==> src/rtl/mult_arbiter.sv <==
// mult_arbiter: shares one sequential shift-add multiplier among N requesters.
// Requests are granted round-robin. The operands of the winner are driven to the
// multiplier, a single init pulse is issued, and the arbiter waits for done.
// The product (or a timeout error) is returned to the winner with a one-cycle
// res_valid pulse. Every output is a register.
module mult_arbiter #(
  parameter int N       = 4,
  parameter int W       = 4,
  parameter int TIMEOUT = 64
) (
  input  logic             clk,
  input  logic             rst,
  input  logic [N-1:0]     req,
  input  logic [N*W-1:0]   md_in,
  input  logic [N*W-1:0]   mr_in,
  output logic [N-1:0]     ack,
  output logic [N-1:0]     res_valid,
  output logic [2*W-1:0]   res,
  output logic             err,
  output logic             busy,
  output logic             m_init,
  output logic [W-1:0]     m_MD,
  output logic [W-1:0]     m_MR,
  input  logic [2*W-1:0]   m_pp,
  input  logic             m_done
);

  // Pointer and owner widths. With N=1 both collapse to one bit that is always 0.
  localparam int PW = (N > 1) ? $clog2(N) : 1;
  // One extra bit holds ptr+offset (at most 2N-2) before it wraps.
  localparam int SW = PW + 1;
  // The WAIT counter only has to count up to TIMEOUT-1.
  localparam int CW = (TIMEOUT > 1) ? $clog2(TIMEOUT) : 1;

  localparam logic [CW-1:0] CNT_LAST = CW'(TIMEOUT - 1);
  localparam logic [PW-1:0] PTR_LAST = PW'(N - 1);
  localparam logic [SW-1:0] N_WIDE   = SW'(N);

  typedef enum logic [2:0] {
    S_IDLE,
    S_ISSUE,
    S_GUARD,
    S_WAIT,
    S_RESP
  } state_t;

  state_t        state_reg;
  logic [PW-1:0] ptr_reg;
  logic [PW-1:0] owner_reg;
  logic [CW-1:0] cnt_reg;

  logic [W-1:0]  md_slice [N];
  logic [W-1:0]  mr_slice [N];
  logic [PW-1:0] cand_idx [N];
  logic [PW-1:0] win_idx;
  logic          win_found;
  logic [PW-1:0] owner_inc;

  // Unpack operands and build the scan order ptr, ptr+1, ... (mod N).
  // cand_idx[gi] is the requester examined at scan position gi.
  for (genvar gi = 0; gi < N; gi++) begin : g_lane
    logic [SW-1:0] sum;

    assign md_slice[gi] = md_in[gi*W +: W];
    assign mr_slice[gi] = mr_in[gi*W +: W];

    assign sum          = {1'b0, ptr_reg} + SW'(gi);
    assign cand_idx[gi] = (sum >= N_WIDE) ? PW'(sum - N_WIDE) : PW'(sum);
  end

  // Winner select: the first active request in the rotated scan order.
  always_comb begin
    win_idx   = '0;
    win_found = 1'b0;
    for (int k = 0; k < N; k++) begin
      if (!win_found && req[cand_idx[k]]) begin
        win_found = 1'b1;
        win_idx   = cand_idx[k];
      end
    end
  end

  // Requester after the owner: next round starts its scan there.
  assign owner_inc = (owner_reg == PTR_LAST) ? '0 : owner_reg + PW'(1);

  // Arbitration FSM. ack, m_init and res_valid default to 0 so that they are
  // single-cycle pulses. res and err hold their value until the next RESP.
  always_ff @(posedge clk) begin
    if (rst) begin
      state_reg <= S_IDLE;
      ptr_reg   <= '0;
      owner_reg <= '0;
      cnt_reg   <= '0;
      ack       <= '0;
      res_valid <= '0;
      res       <= '0;
      err       <= 1'b0;
      busy      <= 1'b0;
      m_init    <= 1'b0;
      m_MD      <= '0;
      m_MR      <= '0;
    end else begin
      ack       <= '0;
      res_valid <= '0;
      m_init    <= 1'b0;

      case (state_reg)
        S_IDLE: begin
          if (win_found) begin
            owner_reg    <= win_idx;
            m_MD         <= md_slice[win_idx];
            m_MR         <= mr_slice[win_idx];
            m_init       <= 1'b1;
            ack[win_idx] <= 1'b1;
            busy         <= 1'b1;
            state_reg    <= S_ISSUE;
          end
        end

        S_ISSUE: begin
          state_reg <= S_GUARD;
        end

        // done may still be high from the previous multiplication here, so it
        // is deliberately not looked at in this state.
        S_GUARD: begin
          cnt_reg   <= '0;
          state_reg <= S_WAIT;
        end

        S_WAIT: begin
          if (m_done) begin
            res                  <= m_pp;
            err                  <= 1'b0;
            res_valid[owner_reg] <= 1'b1;
            state_reg            <= S_RESP;
          end else if (cnt_reg == CNT_LAST) begin
            res                  <= '0;
            err                  <= 1'b1;
            res_valid[owner_reg] <= 1'b1;
            state_reg            <= S_RESP;
          end else begin
            cnt_reg <= cnt_reg + CW'(1);
          end
        end

        S_RESP: begin
          ptr_reg   <= owner_inc;
          busy      <= 1'b0;
          state_reg <= S_IDLE;
        end

        default: begin
          state_reg <= S_IDLE;
        end
      endcase
    end
  end

endmodule

==> config.mk <==
export PLATFORM = sky130hd
export DESIGN_NAME = mult_arbiter
export DESIGN_NICKNAME = d
export VERILOG_FILES = /design/src/rtl/mult_arbiter.sv
export SDC_FILE = /design/constraint.sdc
export NUM_CORES = 1
export LEC_CHECK = 0
export ABC_AREA = 1
export CAP_MARGIN = 20
export CORE_AREA = 2 2 70 72
export DETAILED_ROUTE_END_ITERATION = 16
export DIE_AREA = 0 0 72 74
export PLACE_DENSITY = 0.82
export SLEW_MARGIN = 20
export SYNTH_ARGS = -nofsm -noshare
export SYNTH_HDL_FRONTEND = slang
export SYNTH_SLANG_ARGS = --single-unit
==> constraint.sdc <==
create_clock -name clk -period 4.6 [get_ports clk]
set_input_delay 0.92 -clock clk [delete_from_list [all_inputs] [get_ports clk]]
set_output_delay 0.92 -clock clk [all_outputs]
set_load 0.1 [all_outputs]
Word level (Yosys, flattened, before mapping)
Cells that the tools add are included.

word-level totals
  flip-flop bits (word level) = 40
  input bits = 47

cells by class
  add/sub/neg operators = 9
  $lt $le $gt $ge = 13
  equality and inequality tests = 10
  multiplexer cells = 47
  bitwise gates (word level) = 4
  reductions and logical operators = 20

operators by type and width
  cell                 count
  $mux 4               6
  $lt 2x3->1 const B   6
  $mux 2               9
  $bmux 4 s2           2
  $mux 8               2
  $mux 1               14
  $ge 3x3->1 const B   4
  $mux 6               2
  $pmux 3 s4           1
  $pmux 6 s2           1
  $mux 3               3
  $bmux 1 s2           4
  $reduce_and 2->1     4
  $sub 2x1->2 const B  4
  $add 2x2->3 const B  2
  $add 6x1->6 const B  1
  $eq 3x2->1 const B   2
  $eq 6x6->1 const B   1
  $ne 2x2->1 const B   3
  $reduce_bool 2->1    3
  $logic_and 1x1->1    5
  $demux 1 s2          2
  $ge 2x1->1 const B   2
  $reduce_or 2->1      2
  14 further kinds     18

Logic depth before layout (Yosys ltp)
Gate-level depths: netlist (run 1).

  depth after elaboration = 18
  mapped depth = 18

Least setup slack after synthesis (run 1)
Ideal clock, no wire load.

  kind = input-to-reg
  from = input req[1]
  to = register m_MR[2]
  arrival = 2.082 ns
  setup slack = 2.409 ns
  cell stages on the path = 15
  path buffers = 1
  path through = inv_1 -> nand2_1 -> nand3_1 -> nand2_2 -> nor2_4 -> nand3_4 -> nand3_4 -> inv_2 -> buf_6 -> nand2_1 -> nand2_1 -> nand2_1 -> nand3_1 -> nand2_1 -> inv_1

on the way
  cells in the longest elaborated chain, start to end = 16
  elaborated cells between the ends (all ways) = 27

ends and longest elaborated chain
  what                                       RTL line  text
  from (decl)                                13        input logic [N-1:0] req,
  $bmux 1 s2                                 76        if (!win_found && req[cand_idx[k]]) begin
  $mux 1 (implied by the code)               76
  $mux 1                                     76
  $logic_not 1->1                            76
  $logic_and 1x1->1                          76
  $mux 1                                     76
  $logic_not 1->1                            76
  $logic_and 1x1->1                          76
  $mux 1                                     76
  $logic_not 1->1                            76
  $logic_and 1x1->1                          76
  $mux 2                                     76
  $not 2->3 (implied by the code)            112       m_MR <= mr_slice[win_idx];
  $bmux 4 s2                                 112
  $mux 4 (implied by the code) (2 in a row)  112
  to (signal assigned)                       112
  to (decl)                                  23        output logic [W-1:0] m_MR,

Parallel ways exist; a longest one is shown, timed or not. The select of a mux whose other input is x is not followed.
A chain may end at the register's enable or synchronous reset.

Worst setup path after layout (run 1)
  from = input req[2]
  to = register ack[3]

on the way
  cells in the longest elaborated chain, start to end = 16
  elaborated cells between the ends (all ways) = 29

ends and longest elaborated chain
  what                                                            RTL line  text
  $bmux 1 s2                                                      76
  $mux 1 (implied by the code)                                    76
  $mux 1                                                          76
  $logic_not 1->1                                                 76
  $logic_and 1x1->1                                               76
  $mux 1                                                          76
  $logic_not 1->1                                                 76
  $logic_and 1x1->1                                               76
  $mux 1                                                          76
  $logic_not 1->1                                                 76
  $logic_and 1x1->1                                               76
  $mux 2                                                          76
  $lt 2x3->1 (implied by the code) or $ge 2x1->1 (tied branches)  114       ack[win_idx] <= 1'b1;
  $logic_and 1x1->1 (implied by the code)                         114
  $mux 1 (implied by the code)                                    114
  $demux 1 s2                                                     114
  to (signal assigned)                                            94        ack <= '0;
  to (signal assigned)                                            103       ack <= '0;
  to (signal, indexed assignment)                                 114
  to (decl)                                                       16        output logic [N-1:0] ack,

Parallel ways exist; a longest one is shown, timed or not. The select of a mux whose other input is x is not followed.

==> results.ini, run 1 <==
[global_routing]
grt_pass1_vias = 1976
grt_pass1_wl_mm = 8.252
grt_overflow = 0
grt_use_total_pct = 19.27
grt_max_degree = 23
antenna_found_initial = 0

[floorplan]
die_area_um2 = 5328
fp.dieW_um = 72
row_count = 25
die_h_um = 74
initial_core_util_pct = 47.18
pin_count = 74
core_um2 = 4598

[final_layout]
multiInputGateArea_um2 = 1149
largest_register_ff_count = 8
register_area_um2 = 800.8
fin_util_pct = 65.17
layout-drive-gt1-share_pct = 6.452
diodes = 0
stdcell_count = 457
finalNetCount = 454
area_delta_synth_final_pct = 38.12
nFillCells = 415

[critical_path]
critical_path_class = in2reg
required_ns = 4.80
regToRegEndpoint = ack[3]$_SDFF_PP0_
r2r_setup_slack_ns = 2.26
crit_top_cell = nand2_1
max_stage_delay_ns = 0.54
critPathMaxFanout = 20
cp-start-kind = primary input
slowest_stage = clkdlybuf4s50_1
end_kind = flop
r2r_start = ptr_reg[0]$_SDFFE_PP0P_
rr_worst_depth = 10
worstPathCellList = clkdlybuf4s50_1, inv_1, nand2_1, nand2_1, nand2_1, o21ai_1, nand3_4, nand2_1, inv_1, nand2_1, nor3_1
arrival_ns = 3.04

[pwr]
p_per_area_nw_per_um2 = 319.2
irDropWorstVdd_v = 0.0002342
leakage_nw = 1.331

[sta]
slew_headroom_pct = 33.03
tns_ns = 0
max_freq_ghz = 0.3525
finalWorstSetupSlack_ns = 1.763
drv_slew = 0
setup_viol = 0
worstMarginPinSlew_ns = 1.001
finalCriticalPeriod_ns = 2.837
rsz0062_at_grt = no
clock_skew_ns = 0.007339
hold_viol = 0
finalCritPeriodShare_pct = 61.68

[logic_synthesis]
ys_seq_area_share_pct = 36.91
synth_simple_gate_area_share_pct = 40.66
synth_seq_cells = 40
muxShareOfSynthArea_pct = 0
synth_area_um2 = 2170
synth_compound_area_share_pct = 9.400
synth_fa_ha_area_share_pct = 2.884
synth_nets = 382
syn_avg_cell_area_um2 = 6.574
synth_top_family_by_area = simple AND/OR/NAND/NOR gates
syn_inst = 330
synthXorXnorAreaFrac_pct = 0
synth_ff_type = dfxtp_1
synth_warnings = 0
async_flop_share_pct = 0
synth-edff-count = 0
synth.distinct_cells = 28

[hold_path]
hp-start = res[2]$_SDFFE_PP0P_
min_to = res[2]$_SDFFE_PP0P_
holdPathStages = 2
hp-class = reg2reg

[cts]
cts_hold_buf = 0
cts_buffer_depth = 2
numCtsBuffers = 5
cts_tree = yes
cts_root_buffer = clkbuf_8
cts.sinks = 40
postCtsSetupBuffers = 0
htreeDepth = 2
clock_latency_ns = 0.28
cts-resized-gates = 0
path_clk_slew_ns = 0.08

[place]
routabilityCongestion = 0.8607
place_inst = 449
dp_slack_ns = 1.526
hpwl_mm = 4.056
io_buffers = 73

[route]
drcViolationCount = 0
dr.pass1.iters = 4
drtIter0Drc = 106
antenna_left = 0
totalWireLength_mm = 5.239
avgRoutedWirePerCell_um = 11.46
vias = 2263
vias_per_cell = 4.952

[status]
status = completed

[run]
cap_violations = 0

## cells by family (layout without fill, tap and decap cells)
group           count (synthesis)  after routing
flops                          40             40
compound gates                 38             38
fa+ha+maj                       5              5
buf+inv                        49            122
simple gates                  198            198
## through the flow
stage / hold slack [ns] / cell area [um2] / power, W
after global placement: 0.4478 / 2907 / 0.0007255
after global routing: 0.4803 / 2997 / 0.001002
after floorplan: 0.4534 / 2170 / 0.0006356
final: 0.4648 / 2997 / 0.0009566
after CTS: 0.4666 / 2997 / 0.0009597
after detailed placement: 0.4559 / 2907 / 0.0007275
## power breakdown
group          switching (W)  leakage (nW)  internal (W)  total, W
Combinational       0.000233         0.960      0.000105  0.000338
Clock               0.000112        0.0455      0.000122  0.000234
Sequential         0.0000150         0.326      0.000369  0.000384
## layout by cell type, fill, tap and decap left out
master             n
nand3_1           23
nand2_4            2
o21ai_1            2
nor2_1            36
inv_2              4
a211oi_1           3
clkbuf_1           2
a21oi_1           19
ha_1               5
clkinv_1           1
a31oi_1            1
nand2_2            7
nand3_4            2
nor2_4             1
o21ai_0           11
dfxtp_1           40
inv_1             35
clkdlybuf4s50_1   73
clkbuf_8           6
o21bai_1           1
inv_6              1
o31ai_1            1
nor3_1             5
nor2_2             2
nand4_1           10
nand2_1          109
nand3_2            1
## synth_stat cells, types with 3 or more instances
master / n / area share [%]
a211oi_1: 3 / 1.0
buf_6: 3 / 1.6
a21oi_1: 19 / 4.4
dfxtp_1: 40 / 37
nand4_1: 10 / 2.9
nand2_2: 7 / 2.0
nor2_1: 36 / 6.2
ha_1: 5 / 2.9
inv_1: 35 / 6.1
nor3_1: 5 / 1.2
inv_2: 4 / 0.69
nand2_1: 109 / 19
nand3_1: 23 / 5.3
o21ai_0: 11 / 2.5
## layer usage
metal | share of wire, % | track usage [%] | vias to the layer above
met5 | 0 | 0 | -
met4 | 0.97 | 5.451 | 0
met3 | 5.4 | 3.252 | 6
met2 | 46 | 31.89 | 68
met1 | 47 | 26.18 | 997
li1 | - | - | 1192
## final cells by class
| cell class | count | share of cell area [%] |
|---|---|---|
| clock buffer | 8 | 3.006 |
| inverter | 41 | 5.303 |
| multi-input combinational | 241 | 38.33 |
| sequential | 40 | 26.72 |
| tap | 54 | 2.255 |
| timing repair buffer | 73 | 24.38 |
## how the worst max path moves through the flow
stage / start / to / slack [ns] / cells after the start
6_report: req[2] / ack[3]$_SDFF_PP0_ / 1.76 / 11
5_1_grt: req[2] / ack[3]$_SDFF_PP0_ / 1.61 / 11
4_1_cts: req[2] / ack[3]$_SDFF_PP0_ / 1.80 / 11
3_5_place_dp: req[2] / ack[3]$_SDFF_PP0_ / 1.53 / 11
3_3_place_gp: req[2] / ack[2]$_SDFF_PP0_ / 1.62 / 11
2_1_floorplan: req[1] / m_MR[2]$_SDFFE_PP0P_ / 2.41 / 15
## critical path, delay by kind of cell
| kind | cells | cell delay, ns |
|---|---|---|
| buffers and inverters | 3 | 1.03 |
| and+or+nand+nor | 7 | 0.98 |
| AOI/OAI and AO/OA | 1 | 0.11 |
Note: power is estimated with default switching activity, not from simulation.
==> run 2: changes to the inputs <==
--- a/config.mk
+++ b/config.mk
@@ -7,10 +7,10 @@
 export LEC_CHECK = 0
 export ABC_AREA = 1
 export CAP_MARGIN = 20
-export CORE_AREA = 2 2 70 72
+export CORE_AREA = 2 2 73 75
 export DETAILED_ROUTE_END_ITERATION = 16
-export DIE_AREA = 0 0 72 74
-export PLACE_DENSITY = 0.82
+export DIE_AREA = 0 0 75 77
+export PLACE_DENSITY = 0.76
 export SLEW_MARGIN = 20
 export SYNTH_ARGS = -nofsm -noshare
 export SYNTH_HDL_FRONTEND = slang
==> constraint.sdc (replaced) <==
create_clock -name clk -period 2.8 [get_ports clk]
set_input_delay 0.56 -clock clk [delete_from_list [all_inputs] [get_ports clk]]
set_output_delay 0.56 -clock clk [all_outputs]
set_load 0.1 [all_outputs]
==> results.ini, run 2 (same netlist as run 1, synthesis figures left out) <==
[final_layout]
diodes = 0  ; unchanged
mostFrequentLayoutCells = nand2_1 (109), clkdlybuf4s50_1 (46), dfxtp_1 (40)
stdcell_count = 475  ; +3.9%
multiInputGateArea_um2 = 1149  ; unchanged
fin_area_um2 = 3008  ; +0.38%
layout-drive-gt1-share_pct = 14.07  ; +7.6 points
area_delta_synth_final_pct = 38.64
final_common_cell = nand2_1
finalNetCount = 456  ; +0.44%
register_area_um2 = 800.8  ; unchanged
largest_register_ff_count = 8  ; unchanged
fin_util_pct = 60.43  ; -4.7 points
nFillCells = 460  ; +11%

[run]
cap_violations = 0  ; unchanged

[sta]
tns_ns = 0  ; unchanged
rsz0062_at_grt = no
slew_headroom_pct = 62.03  ; +29 points
hold_slack_ns = 0.4629  ; -0.001871 ns
finalCriticalPeriod_ns = 2.286
hold_viol = 0  ; unchanged
finalCritPeriodShare_pct = 81.63
worstMarginPinSlew_ns = 0.5675  ; -0.4340 ns
max_freq_ghz = 0.4375
drv_slew = 0  ; unchanged
setup_viol = 0  ; unchanged
clock_skew_ns = 0.01240  ; +0.005059 ns

[route]
vias = 2275  ; +0.53%
drtIter0Drc = 98  ; -7.5%
antenna_left = 0  ; unchanged
drcViolationCount = 0  ; unchanged
vias_per_cell = 4.789  ; -3.3%
avgRoutedWirePerCell_um = 10.97  ; -4.3%
dr.pass1.iters = 4  ; unchanged
totalWireLength_mm = 5.213  ; -0.50%

[cts]
cts_hold_buf = 0  ; unchanged
htreeDepth = 2  ; unchanged
numCtsBuffers = 5  ; unchanged
cts_tree = yes
path_clk_slew_ns = 0.08  ; about the same
cts.sinks = 40  ; unchanged
postCtsSetupBuffers = 0  ; unchanged
cts_root_buffer = clkbuf_8
clock_latency_ns = 0.29  ; about the same
cts_buffer_depth = 2  ; unchanged
cts-resized-gates = 0  ; unchanged

[place]
routabilityCongestion = 0.9338  ; +8.5%
hpwl_mm = 4.142  ; +2.1%
place_inst = 467  ; +4.0%
placed_area_um2 = 2887  ; -0.69%
io_buffers = 73  ; unchanged

[hold_path]
hp-class = reg2reg
holdPathStages = 2  ; unchanged

[pwr]
power.switching_w = 0.0006097  ; +69%
irDropWorstVdd_v = 0.0003527  ; +51%
clockPowerShare_pct = 29.4  ; +4.9 points
p_per_area_nw_per_um2 = 558.5  ; +75%
switching_share_pct = 36.30  ; -1.4 points
p_int_w = 0.001070  ; +79%
leakage_nw = 1.411  ; +6.0%
p_seq_share_pct = 37.5  ; -2.6 points
pwr-share-comb_pct = 33.2  ; -2.2 points

[global_routing]
grt_overflow = 0  ; unchanged
grt_pass1_wl_mm = 9.039  ; +9.5%
antenna_found_initial = 0  ; unchanged
grt_max_degree = 22  ; -4.3%
grt_use_total_pct = 19.77  ; +0.50 points
grt_pass1_vias = 2164  ; +9.5%

[floorplan]
row_count = 26  ; +4.0%
fp.dieW_um = 75  ; +4.2%
initial_core_util_pct = 43.59  ; -3.6 points
die_area_um2 = 5775  ; +8.4%
core_um2 = 4977  ; +8.2%
pin_count = 74  ; unchanged
die_h_um = 77  ; +4.1%

[critical_path]
crit_top_cell = nand2_1
slowest_stage = clkdlybuf4s50_1
critical_path_class = in2reg
required_ns = 3.00  ; -1.80 ns
arrival_ns = 2.48  ; -0.56 ns
cp-start-kind = primary input
end_kind = flop
critPathMaxFanout = 19  ; -5.0%
max_stage_delay_ns = 0.54  ; about the same
worstPathCellList = clkdlybuf4s50_1, inv_1, nand2_1, nand2_1, nand2_1, nand2_1, nand2_1, nand3_2, nand3_4, inv_2, nand2_1, nand2_1, nand2_1, nand3_1, nand2_1, inv_1
rr_worst_depth = 13  ; +3

[status]
status = completed

==> run 2: worst max-delay path, delay by kind of cell <==
| family | cells | cell delay (ns) |
|---|---|---|
| buf+inv | 4 | 0.79 |
| simple gates | 12 | 1.13 |
==> run 2: layer usage <==
layer / vias to the layer above / GRT usage [%] / share of wire [%]
met3: 14 / 5.519 / 6.7
met4: 0 / 9.107 / 3.1
li1: 1200 / - / -
met2: 84 / 32.37 / 46
met5: - / 0 / 0
met1: 977 / 23.35 / 44
==> run 2: power by group through the flow <==
stage	combinational (W)	clock, W	sequential, W
finish	0.000557	0.000493	0.000630
global route	0.000606	0.000523	0.000636
CTS	0.000560	0.000502	0.000630
detailed placement	0.000559	0	0.000642
global placement	0.000554	0	0.000642
floorplan	0.000201	0	0.000843
==> run 2: final timing paths <==
check,slack (ns),startpoint,end
max,0.51,req[2],m_MD[2]$_SDFFE_PP0P_
max reg2reg,0.62,ptr_reg[0]$_SDFFE_PP0P_,m_MD[2]$_SDFFE_PP0P_
min reg2reg,0.46,res[2]$_SDFFE_PP0P_,res[2]$_SDFFE_PP0P_
min,0.46,res[2]$_SDFFE_PP0P_,res[2]$_SDFFE_PP0P_
==> run 2: cell type report <==
type	count	area share (%)
inverter	41	5.283
multi-input combinational	241	38.19
clock buffer	6	2.745
sequential	40	26.62
clock inverter	2	1.290
tap	70	2.912
timing repair buffer	75	22.96
==> run 2: per-stage QoR <==
stage                     setup slack (ns)  total power (W)
final                               0.5143         0.001680
after global routing                0.2903         0.001765
after global placement              0.2683         0.001196
after detailed placement            0.2212         0.001201
after CTS                           0.5201         0.001691
after floorplan                     0.9687         0.001044
==> run 3: changes to the inputs <==
--- a/config.mk
+++ b/config.mk
@@ -7,10 +7,10 @@
 export LEC_CHECK = 0
 export ABC_AREA = 1
 export CAP_MARGIN = 20
-export CORE_AREA = 2 2 73 75
+export CORE_AREA = 2 2 76 78
 export DETAILED_ROUTE_END_ITERATION = 16
-export DIE_AREA = 0 0 75 77
-export PLACE_DENSITY = 0.76
+export DIE_AREA = 0 0 78 80
+export PLACE_DENSITY = 0.74
 export SLEW_MARGIN = 20
 export SYNTH_ARGS = -nofsm -noshare
 export SYNTH_HDL_FRONTEND = slang
==> constraint.sdc (replaced) <==
create_clock -name clk -period 1.9 [get_ports clk]
set_input_delay 0.38 -clock clk [delete_from_list [all_inputs] [get_ports clk]]
set_output_delay 0.38 -clock clk [all_outputs]
set_load 0.1 [all_outputs]
==> results.ini, run 3 (same netlist as run 1, synthesis figures left out) <==
[status]
status = completed

[final_layout]
layout-drive-gt1-share_pct = 26.81  ; +13 points
largest_register_ff_count = 8  ; unchanged
final_common_cell = nand2_1
area_delta_synth_final_pct = 57.38
nFillCells = 485  ; +5.4%
diodes = 0  ; unchanged
fin_area_um2 = 3415  ; +14%
finalNetCount = 480  ; +5.3%
mostFrequentLayoutCells = nand2_1 (86), buf_4 (45), clkdlybuf4s50_1 (42)

[critical_path]
rr_worst_depth = 16  ; +3
regToRegEndpoint = m_MD[3]$_SDFFE_PP0P_
arrival_ns = 2.09  ; -0.39 ns
r2r_setup_slack_ns = 0.05  ; -0.57 ns
cp.buffers_inverters = 3  ; -1
cp-start-kind = flop
r2r_start = ptr_reg[0]$_SDFFE_PP0P_
required_ns = 2.14  ; -0.86 ns
max_stage_delay_ns = 0.33  ; -0.21 ns
critPathMaxFanout = 7  ; -12
slowest_stage = dfxtp_2
cp_top_family = simple AND/OR/NAND/NOR gates
end_kind = flop
worstPathCellList = buf_12, buf_8, nand2_2, nand2_2, nand2_2, nand2_2, nor2_4, nand2_1, nand2_1, nor2_2, buf_4, nor2_4, nand2_1, nand2_1, nor2_1, nor2_1
critical_path_class = reg2reg
cp.depth = 16  ; unchanged

[cts]
cts_root_buffer = clkbuf_8
clock_latency_ns = 0.30  ; about the same
path_clk_slew_ns = 0.08  ; about the same
cts_tree = yes
htreeDepth = 2  ; unchanged
cts.sinks = 40  ; unchanged
numCtsBuffers = 5  ; unchanged
cts_buffer_depth = 2  ; unchanged
cts_hold_buf = 0  ; unchanged

[route]
met2_length_mm = 3.090  ; +28%
vias = 2427  ; +6.7%
dr_wl_met3_um = 347  ; -1.1%
dr.pass1.iters = 5  ; +1
antenna_left = 0  ; unchanged
vias_per_cell = 4.844  ; +1.1%
drtIter0Drc = 134  ; +37%
wl_met1_mm = 2.644  ; +16%
drcViolationCount = 0  ; unchanged
totalWireLength_mm = 6.242  ; +20%
top_layer = met4
avgRoutedWirePerCell_um = 12.46  ; +14%

[pwr]
p_per_area_nw_per_um2 = 755.3  ; +35%
total_power_w = 0.002579  ; +54%
irDropWorstVdd_v = 0.0006318  ; +79%
leakage_nw = 1.610  ; +14%

[sta]
max_freq_ghz = 0.5396
hold_viol = 0  ; unchanged
worstMarginPinSlew_ns = 0.3276  ; -0.2399 ns
drv_slew = 0  ; unchanged
finalCritPeriodShare_pct = 97.54
tns_ns = 0  ; unchanged
finalCriticalPeriod_ns = 1.853
setup_viol = 0  ; unchanged
slew_headroom_pct = 77.93  ; +16 points
clock_skew_ns = 0.005626  ; -0.006772 ns
rsz0062_at_grt = yes
hold_slack_ns = 0.4673  ; +0.004383 ns

[place]
routabilityCongestion = 0.9233  ; -1.1%
hpwl_mm = 4.340  ; +4.8%
io_buffers = 73  ; unchanged
placed_area_um2 = 3022  ; +4.7%

[global_routing]
grt_pass1_wl_mm = 9.501  ; +5.1%
grt_use_total_pct = 19.05  ; -0.72 points
grt_overflow = 0  ; unchanged
grt_pass1_vias = 2211  ; +2.2%
grt_max_degree = 22  ; unchanged
antenna_found_initial = 0  ; unchanged

[floorplan]
core_um2 = 5405  ; +8.6%
fp.dieW_um = 78  ; +4.0%
row_count = 27  ; +3.8%
pin_count = 74  ; unchanged
die_area_um2 = 6240  ; +8.1%
die_h_um = 80  ; +3.9%
initial_core_util_pct = 40.14  ; -3.5 points

[hold_path]
holdPathStages = 2  ; unchanged
min_to = res[3]$_SDFFE_PP0P_
hp-class = reg2reg
hp-start = res[3]$_SDFFE_PP0P_

[run]
cap_violations = 0  ; unchanged

-- run 3: cell count changes in the layout (fill, tap and decap cells not counted), moves of 3 or more --
| cell | change |
|---|---|
| buf_4 | +17 |
| clkdlybuf4s50_1 | -4 |
| dlymetal6s2s_1 | +3 |
| inv_4 | +3 |
| nand2_1 | -23 |
| nand2_2 | +13 |
| nand2_4 | +10 |
| nand3_1 | -3 |
| nor2_4 | +3 |
| o21ai_0 | -3 |
| o21ai_2 | +3 |
-- run 3: metal layers --
metal  vias to the layer above  global-route usage (%)
met3                        12                   5.882
met2                        71                   33.10
met4                         0                   8.246
li1                       1244                       -
met5                         -                       0
met1                      1100                   21.52
-- run 3: final cells by class --
| class | count | area, um2 | share of cell area, % |
|---|---|---|---|
| Tap cell | 72 | 90.09 | 2.638 |
| Multi-Input combinational cell | 242 | 1314 | 38.48 |
| Clock inverter | 3 | 46.29 | 1.356 |
| Timing Repair Buffer | 97 | 907.1 | 26.57 |
| Inverter | 41 | 173.9 | 5.093 |
| Timing Repair inverter | 1 | 8.758 | 0.2565 |
| Sequential cell | 40 | 805.8 | 23.60 |
| Clock buffer | 5 | 68.82 | 2.015 |
-- run 3: worst max path at each step --
stage	from	to	slack, ns
floorplan	ptr_reg[0]$_SDFFE_PP0P_	m_MR[2]$_SDFFE_PP0P_	0.18
global placement	req[2]	m_MD[2]$_SDFFE_PP0P_	-0.32
detailed placement	req[2]	m_MD[1]$_SDFFE_PP0P_	-0.35
CTS	req[1]	m_MD[0]$_SDFFE_PP0P_	0.04
global route	ptr_reg[0]$_SDFFE_PP0P_	m_MR[2]$_SDFFE_PP0P_	-0.05
finish	ptr_reg[0]$_SDFFE_PP0P_	m_MD[3]$_SDFFE_PP0P_	0.05
-- run 3: timing repair --
item | 4_1_cts | 5_1_grt
setup buffers | 0 | 5
setup endpoints to repair | 5 | 28
cloned | 0 | 3
pin swaps | 0 | 26
gates resized for setup | 3 | 64
-- run 3: worst reg2reg max path: cells and delay by family (launching register included) --
| kind | cells | cell delay (ns) |
|---|---|---|
| buf+inv | 3 | 0.41 |
| flops | 1 | 0.33 |
| simple gates | 13 | 1.05 |
-- run 3: per-stage QoR --
step           util [%]  setup slack [ns]  cells
4_1_cts           58.19           0.03801    493
2_1_floorplan         -            0.1795    330
6_report          63.17           0.04679    501
5_1_grt           63.17          -0.05466    501
3_5_place_dp      55.90           -0.3451    485
3_3_place_gp      55.90           -0.3184    485
-- run 3: power breakdown --
| part | total (W) | switching (W) | internal (W) | leakage, nW |
|---|---|---|---|---|
| Combinational | 0.000939 | 0.000619 | 0.000320 | 1.23 |
| Clock | 0.000714 | 0.000319 | 0.000396 | 0.0548 |
| Sequential | 0.000926 | 0.0000349 | 0.000891 | 0.328 |
| Total | 0.00258 | 0.000972 | 0.00161 | 1.61 |
